<file path="config.mk">
export PLATFORM = sky130hd
export DESIGN_NAME = kf_frame_sequencer
export DESIGN_NICKNAME = d
export VERILOG_FILES = /design/src/rtl/kf_pkg.sv /design/src/rtl/kf_chan_state_mem.sv /design/src/rtl/kf_frame_sequencer.sv
export SDC_FILE = /design/constraint.sdc
export NUM_CORES = 1
export LEC_CHECK = 0
export ABC_AREA = 1
export BUFFER_PORTS_ARGS = -buffer_cell sky130_fd_sc_hd__buf_2
export CORE_ASPECT_RATIO = 0.7
export CORE_UTILIZATION = 50
export DETAILED_ROUTE_END_ITERATION = 6
export PLACE_DENSITY = 0.81
export SKIP_LAST_GASP = 1
export SLEW_MARGIN = 20
export SYNTH_ARGS = -nofsm -noshare
export SYNTH_HDL_FRONTEND = slang
export SYNTH_SLANG_ARGS = --single-unit
</file>
<file path="constraint.sdc">
create_clock -name clk -period 4.1 [get_ports clk]
set_clock_uncertainty 0.15 [all_clocks]
set_input_delay 0.205 -clock clk [delete_from_list [all_inputs] [get_ports clk]]
set_output_delay 0.205 -clock clk [all_outputs]
set_load 0.01 [all_outputs]
</file>
<file path="src/rtl/kf_pkg.sv">
// Shared types and defaults for the Kalman frame sequencer slice.
package kf_pkg;

  typedef enum logic [2:0] {
    IDLE,
    LAUNCH,
    WAIT,
    WB,
    OUT
  } kf_state_e;

  localparam int KF_N       = 20;
  localparam int KF_FRAC    = 10;
  localparam int KF_TIMEOUT = 38;

  // Channel index width; a single channel still needs one index bit.
  function automatic int kf_chw(input int nch);
    return (nch > 1) ? $clog2(nch) : 1;
  endfunction

endpackage

</file>
<file path="src/rtl/kf_chan_state_mem.sv">
// Per-channel posterior store: NCH entries of {x10, x00}, one async read
// port, one sync write port, synchronous clear that beats any write.
module kf_chan_state_mem
  import kf_pkg::*;
#(
  parameter int N   = KF_N,
  parameter int NCH = 4,
  parameter int CHW = kf_chw(NCH)
) (
  input  logic           clk,
  input  logic           rst_n,
  input  logic           clear,
  input  logic [CHW-1:0] rd_ch,
  output logic [N-1:0]   rd_x00,
  output logic [N-1:0]   rd_x10,
  input  logic           wr_en,
  input  logic [CHW-1:0] wr_ch,
  input  logic [N-1:0]   wr_x00,
  input  logic [N-1:0]   wr_x10
);

  logic [2*N-1:0] mem [NCH];

  // Register file update: reset and clear zero everything, else one write.
  always_ff @(posedge clk or negedge rst_n) begin
    if (!rst_n) begin
      for (int unsigned i = 0; i < NCH; i++) mem[i] <= '0;
    end else if (clear) begin
      for (int unsigned i = 0; i < NCH; i++) mem[i] <= '0;
    end else if (wr_en && (int'(wr_ch) < NCH)) begin
      mem[wr_ch] <= {wr_x10, wr_x00};
    end
  end

  // Combinational read; out-of-range channels read as zero.
  always_comb begin
    rd_x00 = '0;
    rd_x10 = '0;
    if (int'(rd_ch) < NCH) begin
      {rd_x10, rd_x00} = mem[rd_ch];
    end
  end

endmodule

</file>
<file path="src/rtl/kf_frame_sequencer.sv">
// Time-multiplexes NCH Kalman filter channels over one core: accepts a
// sample, launches a watchdog-guarded frame, writes the posterior back as
// the channel's next prior and presents the result on a valid/ready port.
module kf_frame_sequencer
  import kf_pkg::*;
#(
  parameter int N       = KF_N,
  parameter int FRAC    = KF_FRAC,
  parameter int NCH     = 4,
  parameter int CHW     = kf_chw(NCH),
  parameter int TIMEOUT = KF_TIMEOUT,
  parameter int LATW    = 8
) (
  input  logic            clk,
  input  logic            rst_n,
  input  logic            clear,
  input  logic            s_valid,
  output logic            s_ready,
  input  logic [CHW-1:0]  s_ch,
  input  logic [N-1:0]    s_u00,
  input  logic [N-1:0]    s_u10,
  input  logic [N-1:0]    s_z00,
  input  logic [N-1:0]    s_z10,
  output logic            kf_start,
  output logic [N-1:0]    kf_x00_prev,
  output logic [N-1:0]    kf_x10_prev,
  output logic [N-1:0]    kf_u00,
  output logic [N-1:0]    kf_u10,
  output logic [N-1:0]    kf_z00,
  output logic [N-1:0]    kf_z10,
  input  logic            kf_done,
  input  logic [N-1:0]    kf_x00_post,
  input  logic [N-1:0]    kf_x10_post,
  output logic            m_valid,
  input  logic            m_ready,
  output logic [CHW-1:0]  m_ch,
  output logic [N-1:0]    m_x00,
  output logic [N-1:0]    m_x10,
  output logic            m_timeout,
  output logic [LATW-1:0] last_lat,
  output logic            err_timeout,
  output logic            err_badch,
  output logic            err_spurious,
  output logic [31:0]     frame_cnt
);

  if (FRAC < 0 || FRAC >= N) begin : g_bad_frac
    $error("kf_frame_sequencer: FRAC must lie in [0, N)");
  end
  if (NCH < 1 || NCH > 256 || TIMEOUT < 1 || TIMEOUT >= (1 << LATW)) begin : g_bad_cfg
    $error("kf_frame_sequencer: NCH out of 1..256 or TIMEOUT does not fit LATW");
  end

  kf_state_e       state, state_nxt;
  logic [LATW-1:0] cnt;
  logic [LATW-1:0] cnt_inc;
  logic            wd_expire;
  logic            accept;
  logic            ch_ok;
  logic            pend_clr;
  logic            wr_en;
  logic [N-1:0]    rd_x00, rd_x10;

  assign accept    = s_valid && s_ready;
  assign ch_ok     = (int'(s_ch) < NCH);
  assign cnt_inc   = cnt + LATW'(1);
  assign wd_expire = (cnt_inc == LATW'(TIMEOUT));
  // Timed-out frames and frames overtaken by a clear leave the store alone.
  assign wr_en     = (state == WB) && !m_timeout && !pend_clr && !clear;

  kf_chan_state_mem #(
    .N   (N),
    .NCH (NCH),
    .CHW (CHW)
  ) u_mem (
    .clk    (clk),
    .rst_n  (rst_n),
    .clear  (clear),
    .rd_ch  (s_ch),
    .rd_x00 (rd_x00),
    .rd_x10 (rd_x10),
    .wr_en  (wr_en),
    .wr_ch  (m_ch),
    .wr_x00 (m_x00),
    .wr_x10 (m_x10)
  );

  // FSM state register.
  always_ff @(posedge clk or negedge rst_n) begin
    if (!rst_n) state <= IDLE;
    else        state <= state_nxt;
  end

  // FSM next-state logic.
  always_comb begin
    state_nxt = state;
    unique case (state)
      IDLE:    if (accept && ch_ok)      state_nxt = LAUNCH;
      LAUNCH:                            state_nxt = WAIT;
      WAIT:    if (kf_done || wd_expire) state_nxt = WB;
      WB:                                state_nxt = OUT;
      OUT:     if (m_ready)              state_nxt = IDLE;
      default:                           state_nxt = IDLE;
    endcase
  end

  // FSM outputs decoded from the current state.
  always_comb begin
    s_ready  = (state == IDLE) && !clear;
    kf_start = (state == LAUNCH);
    m_valid  = (state == OUT);
  end

  // Frame datapath: operand capture, watchdog counter, result capture.
  // The prior is read at accept time so the core operands are registered
  // before LAUNCH and held until the next accept.
  always_ff @(posedge clk or negedge rst_n) begin
    if (!rst_n) begin
      kf_x00_prev <= '0;
      kf_x10_prev <= '0;
      kf_u00      <= '0;
      kf_u10      <= '0;
      kf_z00      <= '0;
      kf_z10      <= '0;
      cnt         <= '0;
      m_ch        <= '0;
      m_x00       <= '0;
      m_x10       <= '0;
      m_timeout   <= 1'b0;
      last_lat    <= '0;
      frame_cnt   <= '0;
    end else begin
      unique case (state)
        IDLE: begin
          if (accept && ch_ok) begin
            m_ch        <= s_ch;
            kf_u00      <= s_u00;
            kf_u10      <= s_u10;
            kf_z00      <= s_z00;
            kf_z10      <= s_z10;
            kf_x00_prev <= rd_x00;
            kf_x10_prev <= rd_x10;
          end
        end
        LAUNCH: cnt <= '0;
        WAIT: begin
          cnt <= cnt_inc;
          if (kf_done) begin
            m_x00     <= kf_x00_post;
            m_x10     <= kf_x10_post;
            m_timeout <= 1'b0;
            last_lat  <= cnt_inc;
          end else if (wd_expire) begin
            m_x00     <= kf_x00_prev;
            m_x10     <= kf_x10_prev;
            m_timeout <= 1'b1;
            last_lat  <= LATW'(TIMEOUT);
          end
        end
        WB:      frame_cnt <= frame_cnt + 32'd1;
        default: ;
      endcase
    end
  end

  // Pending clear: remembers a clear seen while a frame was in flight.
  always_ff @(posedge clk or negedge rst_n) begin
    if (!rst_n)                                       pend_clr <= 1'b0;
    else if (clear && (state == LAUNCH || state == WAIT)) pend_clr <= 1'b1;
    else if (state == WB)                             pend_clr <= 1'b0;
  end

  // Sticky error flags, cleared by clear.
  always_ff @(posedge clk or negedge rst_n) begin
    if (!rst_n) begin
      err_timeout  <= 1'b0;
      err_badch    <= 1'b0;
      err_spurious <= 1'b0;
    end else if (clear) begin
      err_timeout  <= 1'b0;
      err_badch    <= 1'b0;
      err_spurious <= 1'b0;
    end else begin
      if (state == IDLE && accept && !ch_ok)          err_badch    <= 1'b1;
      if (state == WAIT && !kf_done && wd_expire)     err_timeout  <= 1'b1;
      if (kf_done && state != WAIT)                   err_spurious <= 1'b1;
    end
  end

endmodule

</file>
Yosys cells after proc, flatten, opt, wreduce, memory -nomap -nowiden
Index checks and enable logic that the tools add are counted.
{"block": "classes", "reduce_logical": 26, "addsub": 2, "order_cmp": 3, "muxes": 27, "eq_ne": 9, "bitwise": 2}
{"cell": "$mux W160", "n": 2}
{"cell": "$bwmux W160", "n": 1}
{"cell": "$mux W40", "n": 3}
{"cell": "$bmux W40 S2", "n": 1}
{"cell": "$demux W40 S2", "n": 1}
{"cell": "$mux W20", "n": 4}
{"cell": "$add A32 B1 Y32 const B", "n": 1}
{"cell": "$mux W8", "n": 2}
{"cell": "$pmux W8 S2", "n": 1}
{"cell": "$pmux W3 S5", "n": 1}
{"cell": "$reduce_bool A2 Y1", "n": 6}
{"cell": "$logic_and A1 B1 Y1", "n": 10}
{"cell": "$mux W3", "n": 3}
{"cell": "$add A8 B1 Y8 const B", "n": 1}
{"cell": "$eq A8 B6 Y1 const B", "n": 1}
{"cell": "$mux W1", "n": 8}
{"cell": "$eq A3 B2 Y1 const B", "n": 2}
{"cell": "$ge A3 B3 Y1 const B", "n": 2}
{"cell": "$not A2 Y3", "n": 2}
{"cell": "$logic_not A1 Y1", "n": 4}
{"cell": "$ne A2 B2 Y1 const B", "n": 2}
{"cell": "$reduce_and A2 Y1", "n": 2}
{"cell": "$eq A3 B1 Y1 const B", "n": 1}
{"cell": "$eq A3 B3 Y1 const B", "n": 1}
{"cell": "6 further kinds", "n": 7}
{"block": "word_totals", "register_bits": 377, "elab_cells": 90, "inputBits": 128, "out_inout_bits": 209}

Depth between registers and ports, before layout
{"block": "depth", "depth_word": 8, "depth_mapped": 14, "depth_no_buf": 12}

Cells and area by module
A second synthesis with hierarchy kept.
{"block": "hier_totals", "cells_unflattened": 2168, "hier_area_um2": 17929.7}
{"mod": "kf_frame_sequencer", "n_inst": 1, "cells_per_inst": 955, "area_per_inst_um2": 9560.4, "seq_area_each_um2": 5430.2}
{"mod": "kf_chan_state_mem", "n_inst": 1, "cells_per_inst": 1213, "area_per_inst_um2": 8369.3, "seq_area_each_um2": 4003.8}

Least setup slack after synthesis
No wires, ideal clock.
{"block": "synth_timing", "kind": "register -> register", "startpoint": "register cnt[0]", "endpoint": "register m_x00[10]", "path_buffers": 2, "required_ns": 3.833, "synth_period_minus_slack_ns": 1.908, "stages_incl_launch_ff": 14, "slack_ns": 2.192, "arrival_time_ns": 1.641, "setup_time_ns": 0.117, "cell_sequence": "dfrtp_1 -> ha_1 -> nand2_1 -> nand2_1 -> nor2_1 -> nand2_1 -> nor2_2 -> nand3_2 -> nand2_4 -> nand2_2 -> buf_6 -> buf_6 -> nand2_1 -> nand2_1"}
{"block": "synth_via", "elab_chain_cells": 4}
{"element": "start: declaration", "line": "kf_frame_sequencer.sv:55", "text": "logic [LATW-1:0] cnt;"}
{"element": "start signal: assignment", "line": "kf_frame_sequencer.sv:147", "text": "cnt <= cnt_inc;"}
{"element": "$add A8 B1 Y8", "line": "kf_frame_sequencer.sv:66", "text": "assign cnt_inc = cnt + LATW'(1);"}
{"element": "$eq A8 B6 Y1", "line": "kf_frame_sequencer.sv:67", "text": "assign wd_expire = (cnt_inc == LATW'(TIMEOUT));"}
{"element": "$reduce_bool A2 Y1 (no source line)"}
{"element": "$reduce_and A2 Y1 (no source line)"}
{"element": "end signal: assignment", "line": "kf_frame_sequencer.sv:149", "text": "m_x00 <= kf_x00_post;"}
{"element": "end signal: assignment", "line": "kf_frame_sequencer.sv:154", "text": "m_x00 <= kf_x00_prev;"}
{"element": "end: declaration", "line": "kf_frame_sequencer.sv:37", "text": "output logic [N-1:0] m_x00,"}
Every way passes these cells.
A chain may end at the register's enable or synchronous reset.

Worst setup path in the final report
{"block": "layout_timing", "startpoint": "register state[1]", "endpoint": "register u_mem.mem[121] (netlist bit)"}
{"block": "layout_via", "elab_chain_cells": 5}
{"element": "start: declaration", "line": "kf_frame_sequencer.sv:54", "text": "kf_state_e state, state_nxt;"}
{"element": "start signal: assignment", "line": "kf_frame_sequencer.sv:91", "text": "else state <= state_nxt;"}
{"element": "$eq A3 B2 Y1", "line": "kf_frame_sequencer.sv:69", "text": "assign wr_en = (state == WB) && !m_timeout && !pend_clr && !clear;"}
{"element": "$logic_and A1 B1 Y1 (3 in series)", "line": "kf_frame_sequencer.sv:69"}
{"element": "$reduce_bool A2 Y1 (no source line)"}
{"element": "end signal: indexed assignment", "line": "kf_chan_state_mem.sv:31", "text": "mem[wr_ch] <= {wr_x10, wr_x00};"}
{"element": "end: declaration", "line": "kf_chan_state_mem.sv:22", "text": "logic [2*N-1:0] mem [NCH];"}
Every way passes these cells.

==> run_results.csv <==
group,metric,value,unit
global_routing,grt_antenna_before_repair,1,
floorplanning,start_util,51.13,%
critical_path,rr_worst_depth,6,
clocking,clockBufferDepth,3,
yosys,syn_nets,2117,
floorplanning,pin_count,337,
route,dr_total_vias,15893,
timing,drv_slew,0,
global_routing,track_usage,30.79,%
flow_run,maxCapViolCount,0,
critical_path,end_kind,"flop",
cells_and_area,nNetsFinal,2507,
floorplanning,fp.dieH,154.5,um
timing,max_freq,335.2,MHz
yosys,ys_ff_latch,377,
outcome,violations,"DRC",
cells_and_area,syn2layout_area_growth,27.42,%
floorplanning,num_rows,55,
route,final_antenna_net_count,0,
critical_path,crit_chain,"nand3_2 -> inv_2 -> nand2_1 -> inv_2 -> nand3_4 -> o21ai_0",
critical_path,crit_buf_inv,2,
critical_path,critPathMaxFanout,80,
clocking,cts_root_buffer,"clkbuf_16",
critical_path,crit_type,"flop to flop",
timing,rsz0062_at_grt,"no",
cells_and_area,nFillCells,2541,
clocking,cts_setup_buffers,0,
timing,setup_tns,0,ns
route,viasPerCell,5.610,
yosys,ys_warn_count,0,
place,gp_congestion,0.8801,
critical_path,r2r-start,"state[1]",
floorplanning,fp.dieW,219.8,um
route,drt_pre_antenna_iters,7,
power_and_ir_drop,power_frac_clock,31.4,%
yosys,yosysSeqAreaShare,56.80,%
timing,min_period,2.983,ns
power_and_ir_drop,power_frac_seq,41.3,%
critical_path,crit_path_frequent_cell,"inv_2",
critical_path,critPathTopFamily,"simple AND/OR/NAND/NOR gates",
power_and_ir_drop,ir_worst_vdd,0.0005198,V
cells_and_area,drive_gt1_share,18.67,%
critical_path,crit_path_max_incr_delay,0.67,ns
route,drt_iter0_markers,1811,
floorplanning,die_area,33960,um2
timing,setup_viol,0,
place,io_buffers,335,
power_and_ir_drop,pwr-share-comb,27.4,%
power_and_ir_drop,fin_total_pwr,12.39,mW
floorplanning,fp.coreArea,32480,um2
clocking,cts_buffers,38,
clocking,cts_resized,0,
timing,tightest_slew,1.092,ns
yosys,avgSynthCellArea,8.363,um2
clocking,cts_tree,"yes",
critical_path,r2r_slack,1.12,ns
global_routing,grt_max_degree,108,
yosys,synth_cells,1986,
clocking,cts.clk_slew.worst_paths,0.06,ns
route,wl_per_cell,18.50,um
route,drc,22,
yosys,syn_area,16610,um2
power_and_ir_drop,p_int,8.058,mW
place,place_hpwl,30210,um
critical_path,worstPathArrival,3.25,ns
timing,max_slew_margin,27.10,%
cells_and_area,top_regs,"u_mem.mem x160, frame_cnt x32",
clocking,ctsHoldBuffers,123,
global_routing,grt_pass1_wl,83190,um
critical_path,cp-start-kind,"flop",
critical_path,worst_ep_required_time,4.37,ns
global_routing,grt_pass1_vias,15789,
global_routing,grt_overflow,0,
power_and_ir_drop,p_sw,4.336,mW
clocking,htreeDepth,2,
cells_and_area,largest_reg_flops,160,
critical_path,slowest_stage,"nand3_4",
clocking,clk_latency,0.54,ns
cells_and_area,top_register,"u_mem.mem",
power_and_ir_drop,cellPowerDensity,585.6,nW/um2
critical_path,rr_endpoint,"u_mem.mem[121]",
route,wl,52420,um
timing,finalCritPeriodShare,72.76,%
power_and_ir_drop,sw_frac_of_total,34.99,%
outcome,run_status,"finished with violations",
yosys,ys_types,32,
hold_path,hp-class,"input pin to async pin",
timing,hold_viol_final,0,
clocking,cts.sinks,377,
power_and_ir_drop,leakagePower,10.73,nW
[worst max path at each step]
stage	start	endpoint	depth (start not counted)	slack (ns)
final	state[1]	u_mem.mem[121]	6	1.12
after detailed placement	cnt[0]	m_x00[7]	12	0.87
after global placement	cnt[0]	m_x00[6]	12	1.07
after floorplan	cnt[0]	m_x00[10]	13	2.19
after global routing	state[1]	u_mem.mem[121]	6	0.88
after CTS	cnt[0]	m_x00[1]	12	0.85
[Yosys cell counts]
cell | instances | area, um2
o22ai_1 | 74 | 462.9
buf_6 | 2 | 22.52
nand2_2 | 2 | 12.51
clkbuf_2 | 1 | 5.000
buf_1 | 16 | 60.06
buf_2 | 29 | 145.1
o21ai_2 | 1 | 8.760
inv_2 | 7 | 26.28
nand3_2 | 4 | 40.04
nand4_1 | 12 | 75.07
inv_1 | 133 | 499.2
nor2_4 | 4 | 45.04
nand3b_1 | 4 | 30.03
dfrtp_1 | 377 | 9434
conb_1 | 1 | 3.750
nor3_1 | 9 | 45.04
clkbuf_1 | 74 | 277.8
nor3_2 | 1 | 10.01
nand2_4 | 1 | 11.26
clkinv_1 | 1 | 3.750
xnor2_1 | 2 | 17.52
buf_4 | 2 | 15.01
xor2_1 | 18 | 157.7
o21ai_0 | 223 | 1116
ha_1 | 3 | 37.54
a22o_1 | 1 | 8.760
nand3_1 | 171 | 855.8
o21ai_1 | 49 | 245.2
nor2_2 | 7 | 43.79
a21oi_1 | 41 | 205.2
nor2_1 | 60 | 225.2
nand2_1 | 656 | 2462
[layout by cell type, fill, tap and decap left out, types with 2 or more instances in the layout]
| master | instances |
|---|---|
| buf_12 | 4 |
| nand3b_1 | 4 |
| clkbuf_1 | 5 |
| buf_2 | 333 |
| bufinv_16 | 8 |
| o21ai_1 | 49 |
| nor3_1 | 9 |
| nand3_1 | 168 |
| nand4_1 | 12 |
| inv_4 | 2 |
| a21oi_1 | 41 |
| clkbuf_16 | 39 |
| nand3_2 | 6 |
| o22ai_1 | 74 |
| nor2_2 | 6 |
| ha_1 | 3 |
| clkinv_2 | 5 |
| dlygate4sd3_1 | 123 |
| inv_1 | 132 |
| dfrtp_1 | 377 |
| clkinvlp_4 | 2 |
| nand2_2 | 3 |
| xor2_1 | 18 |
| inv_6 | 2 |
| nand2_1 | 653 |
| nand2_4 | 3 |
| inv_2 | 6 |
| buf_4 | 13 |
| nor2_4 | 5 |
| clkbuf_8 | 8 |
| xnor2_1 | 2 |
| nor2_1 | 60 |
| o21ai_0 | 223 |
[power by group through the flow]
stage	Sequential, mW	Clock (mW)	Combinational, mW
after global routing	5.19	4.08	3.70
after floorplan	5.37	0	1.41
after CTS	5.07	3.93	3.29
final	5.11	3.89	3.39
after detailed placement	5.10	0	3.18
after global placement	5.09	0	3.08
[area by class of cell]
cell class                      count  area [um2]  share of cell area, %
Antenna cell                        1       2.502                0.01182
Clock buffer                       52        1105                  5.221
Clock inverter                     17       297.8                  1.407
Inverter                          141       534.3                  2.525
Multi-Input combinational cell   1344        6165                  29.13
Sequential cell                   377        9434                  44.58
Tap cell                          427       534.3                  2.525
Timing Repair Buffer              474        3090                  14.60
[metrics by stage]
step	worst slack, ns	hold WS (ns)	cell area [um2]	util [%]	instances
after floorplan	2.192	-0.2406	16610	-	1986
after global placement	1.067	0.1621	18520	57.02	2640
after detailed placement	0.8683	0.1771	18520	57.02	2640
after CTS	0.8468	0.1819	21160	65.13	2832
after global routing	0.8846	0.2446	21160	65.15	2833
final	1.117	0.1703	21160	65.15	2833
[cell families (layout without fill, tap and decap cells)]
| family | after synthesis | count (layout) | synth area share (%) |
|---|---|---|---|
| and+or+nand+nor | 931 | 931 | 23.22 |
| adders and majority gates | 3 | 3 | 0.2260 |
| other | 1 | 2 | 0.02258 |
| DFF | 377 | 377 | 56.80 |
| buffers and inverters | 265 | 684 | 6.351 |
| xor gates and xnor gates | 20 | 20 | 1.055 |
| AOI/OAI and AO/OA | 389 | 389 | 12.32 |
[per-layer routing]
layer  part of all wire [%]  wire (um)  GRT usage [%]
met5                      0          0              0
met1                     42      21860          41.82
met2                     46      24010          48.55
met4                    3.8       1966          12.05
met3                    8.8       4590          6.372
Note: power is estimated with default switching activity, not from simulation.
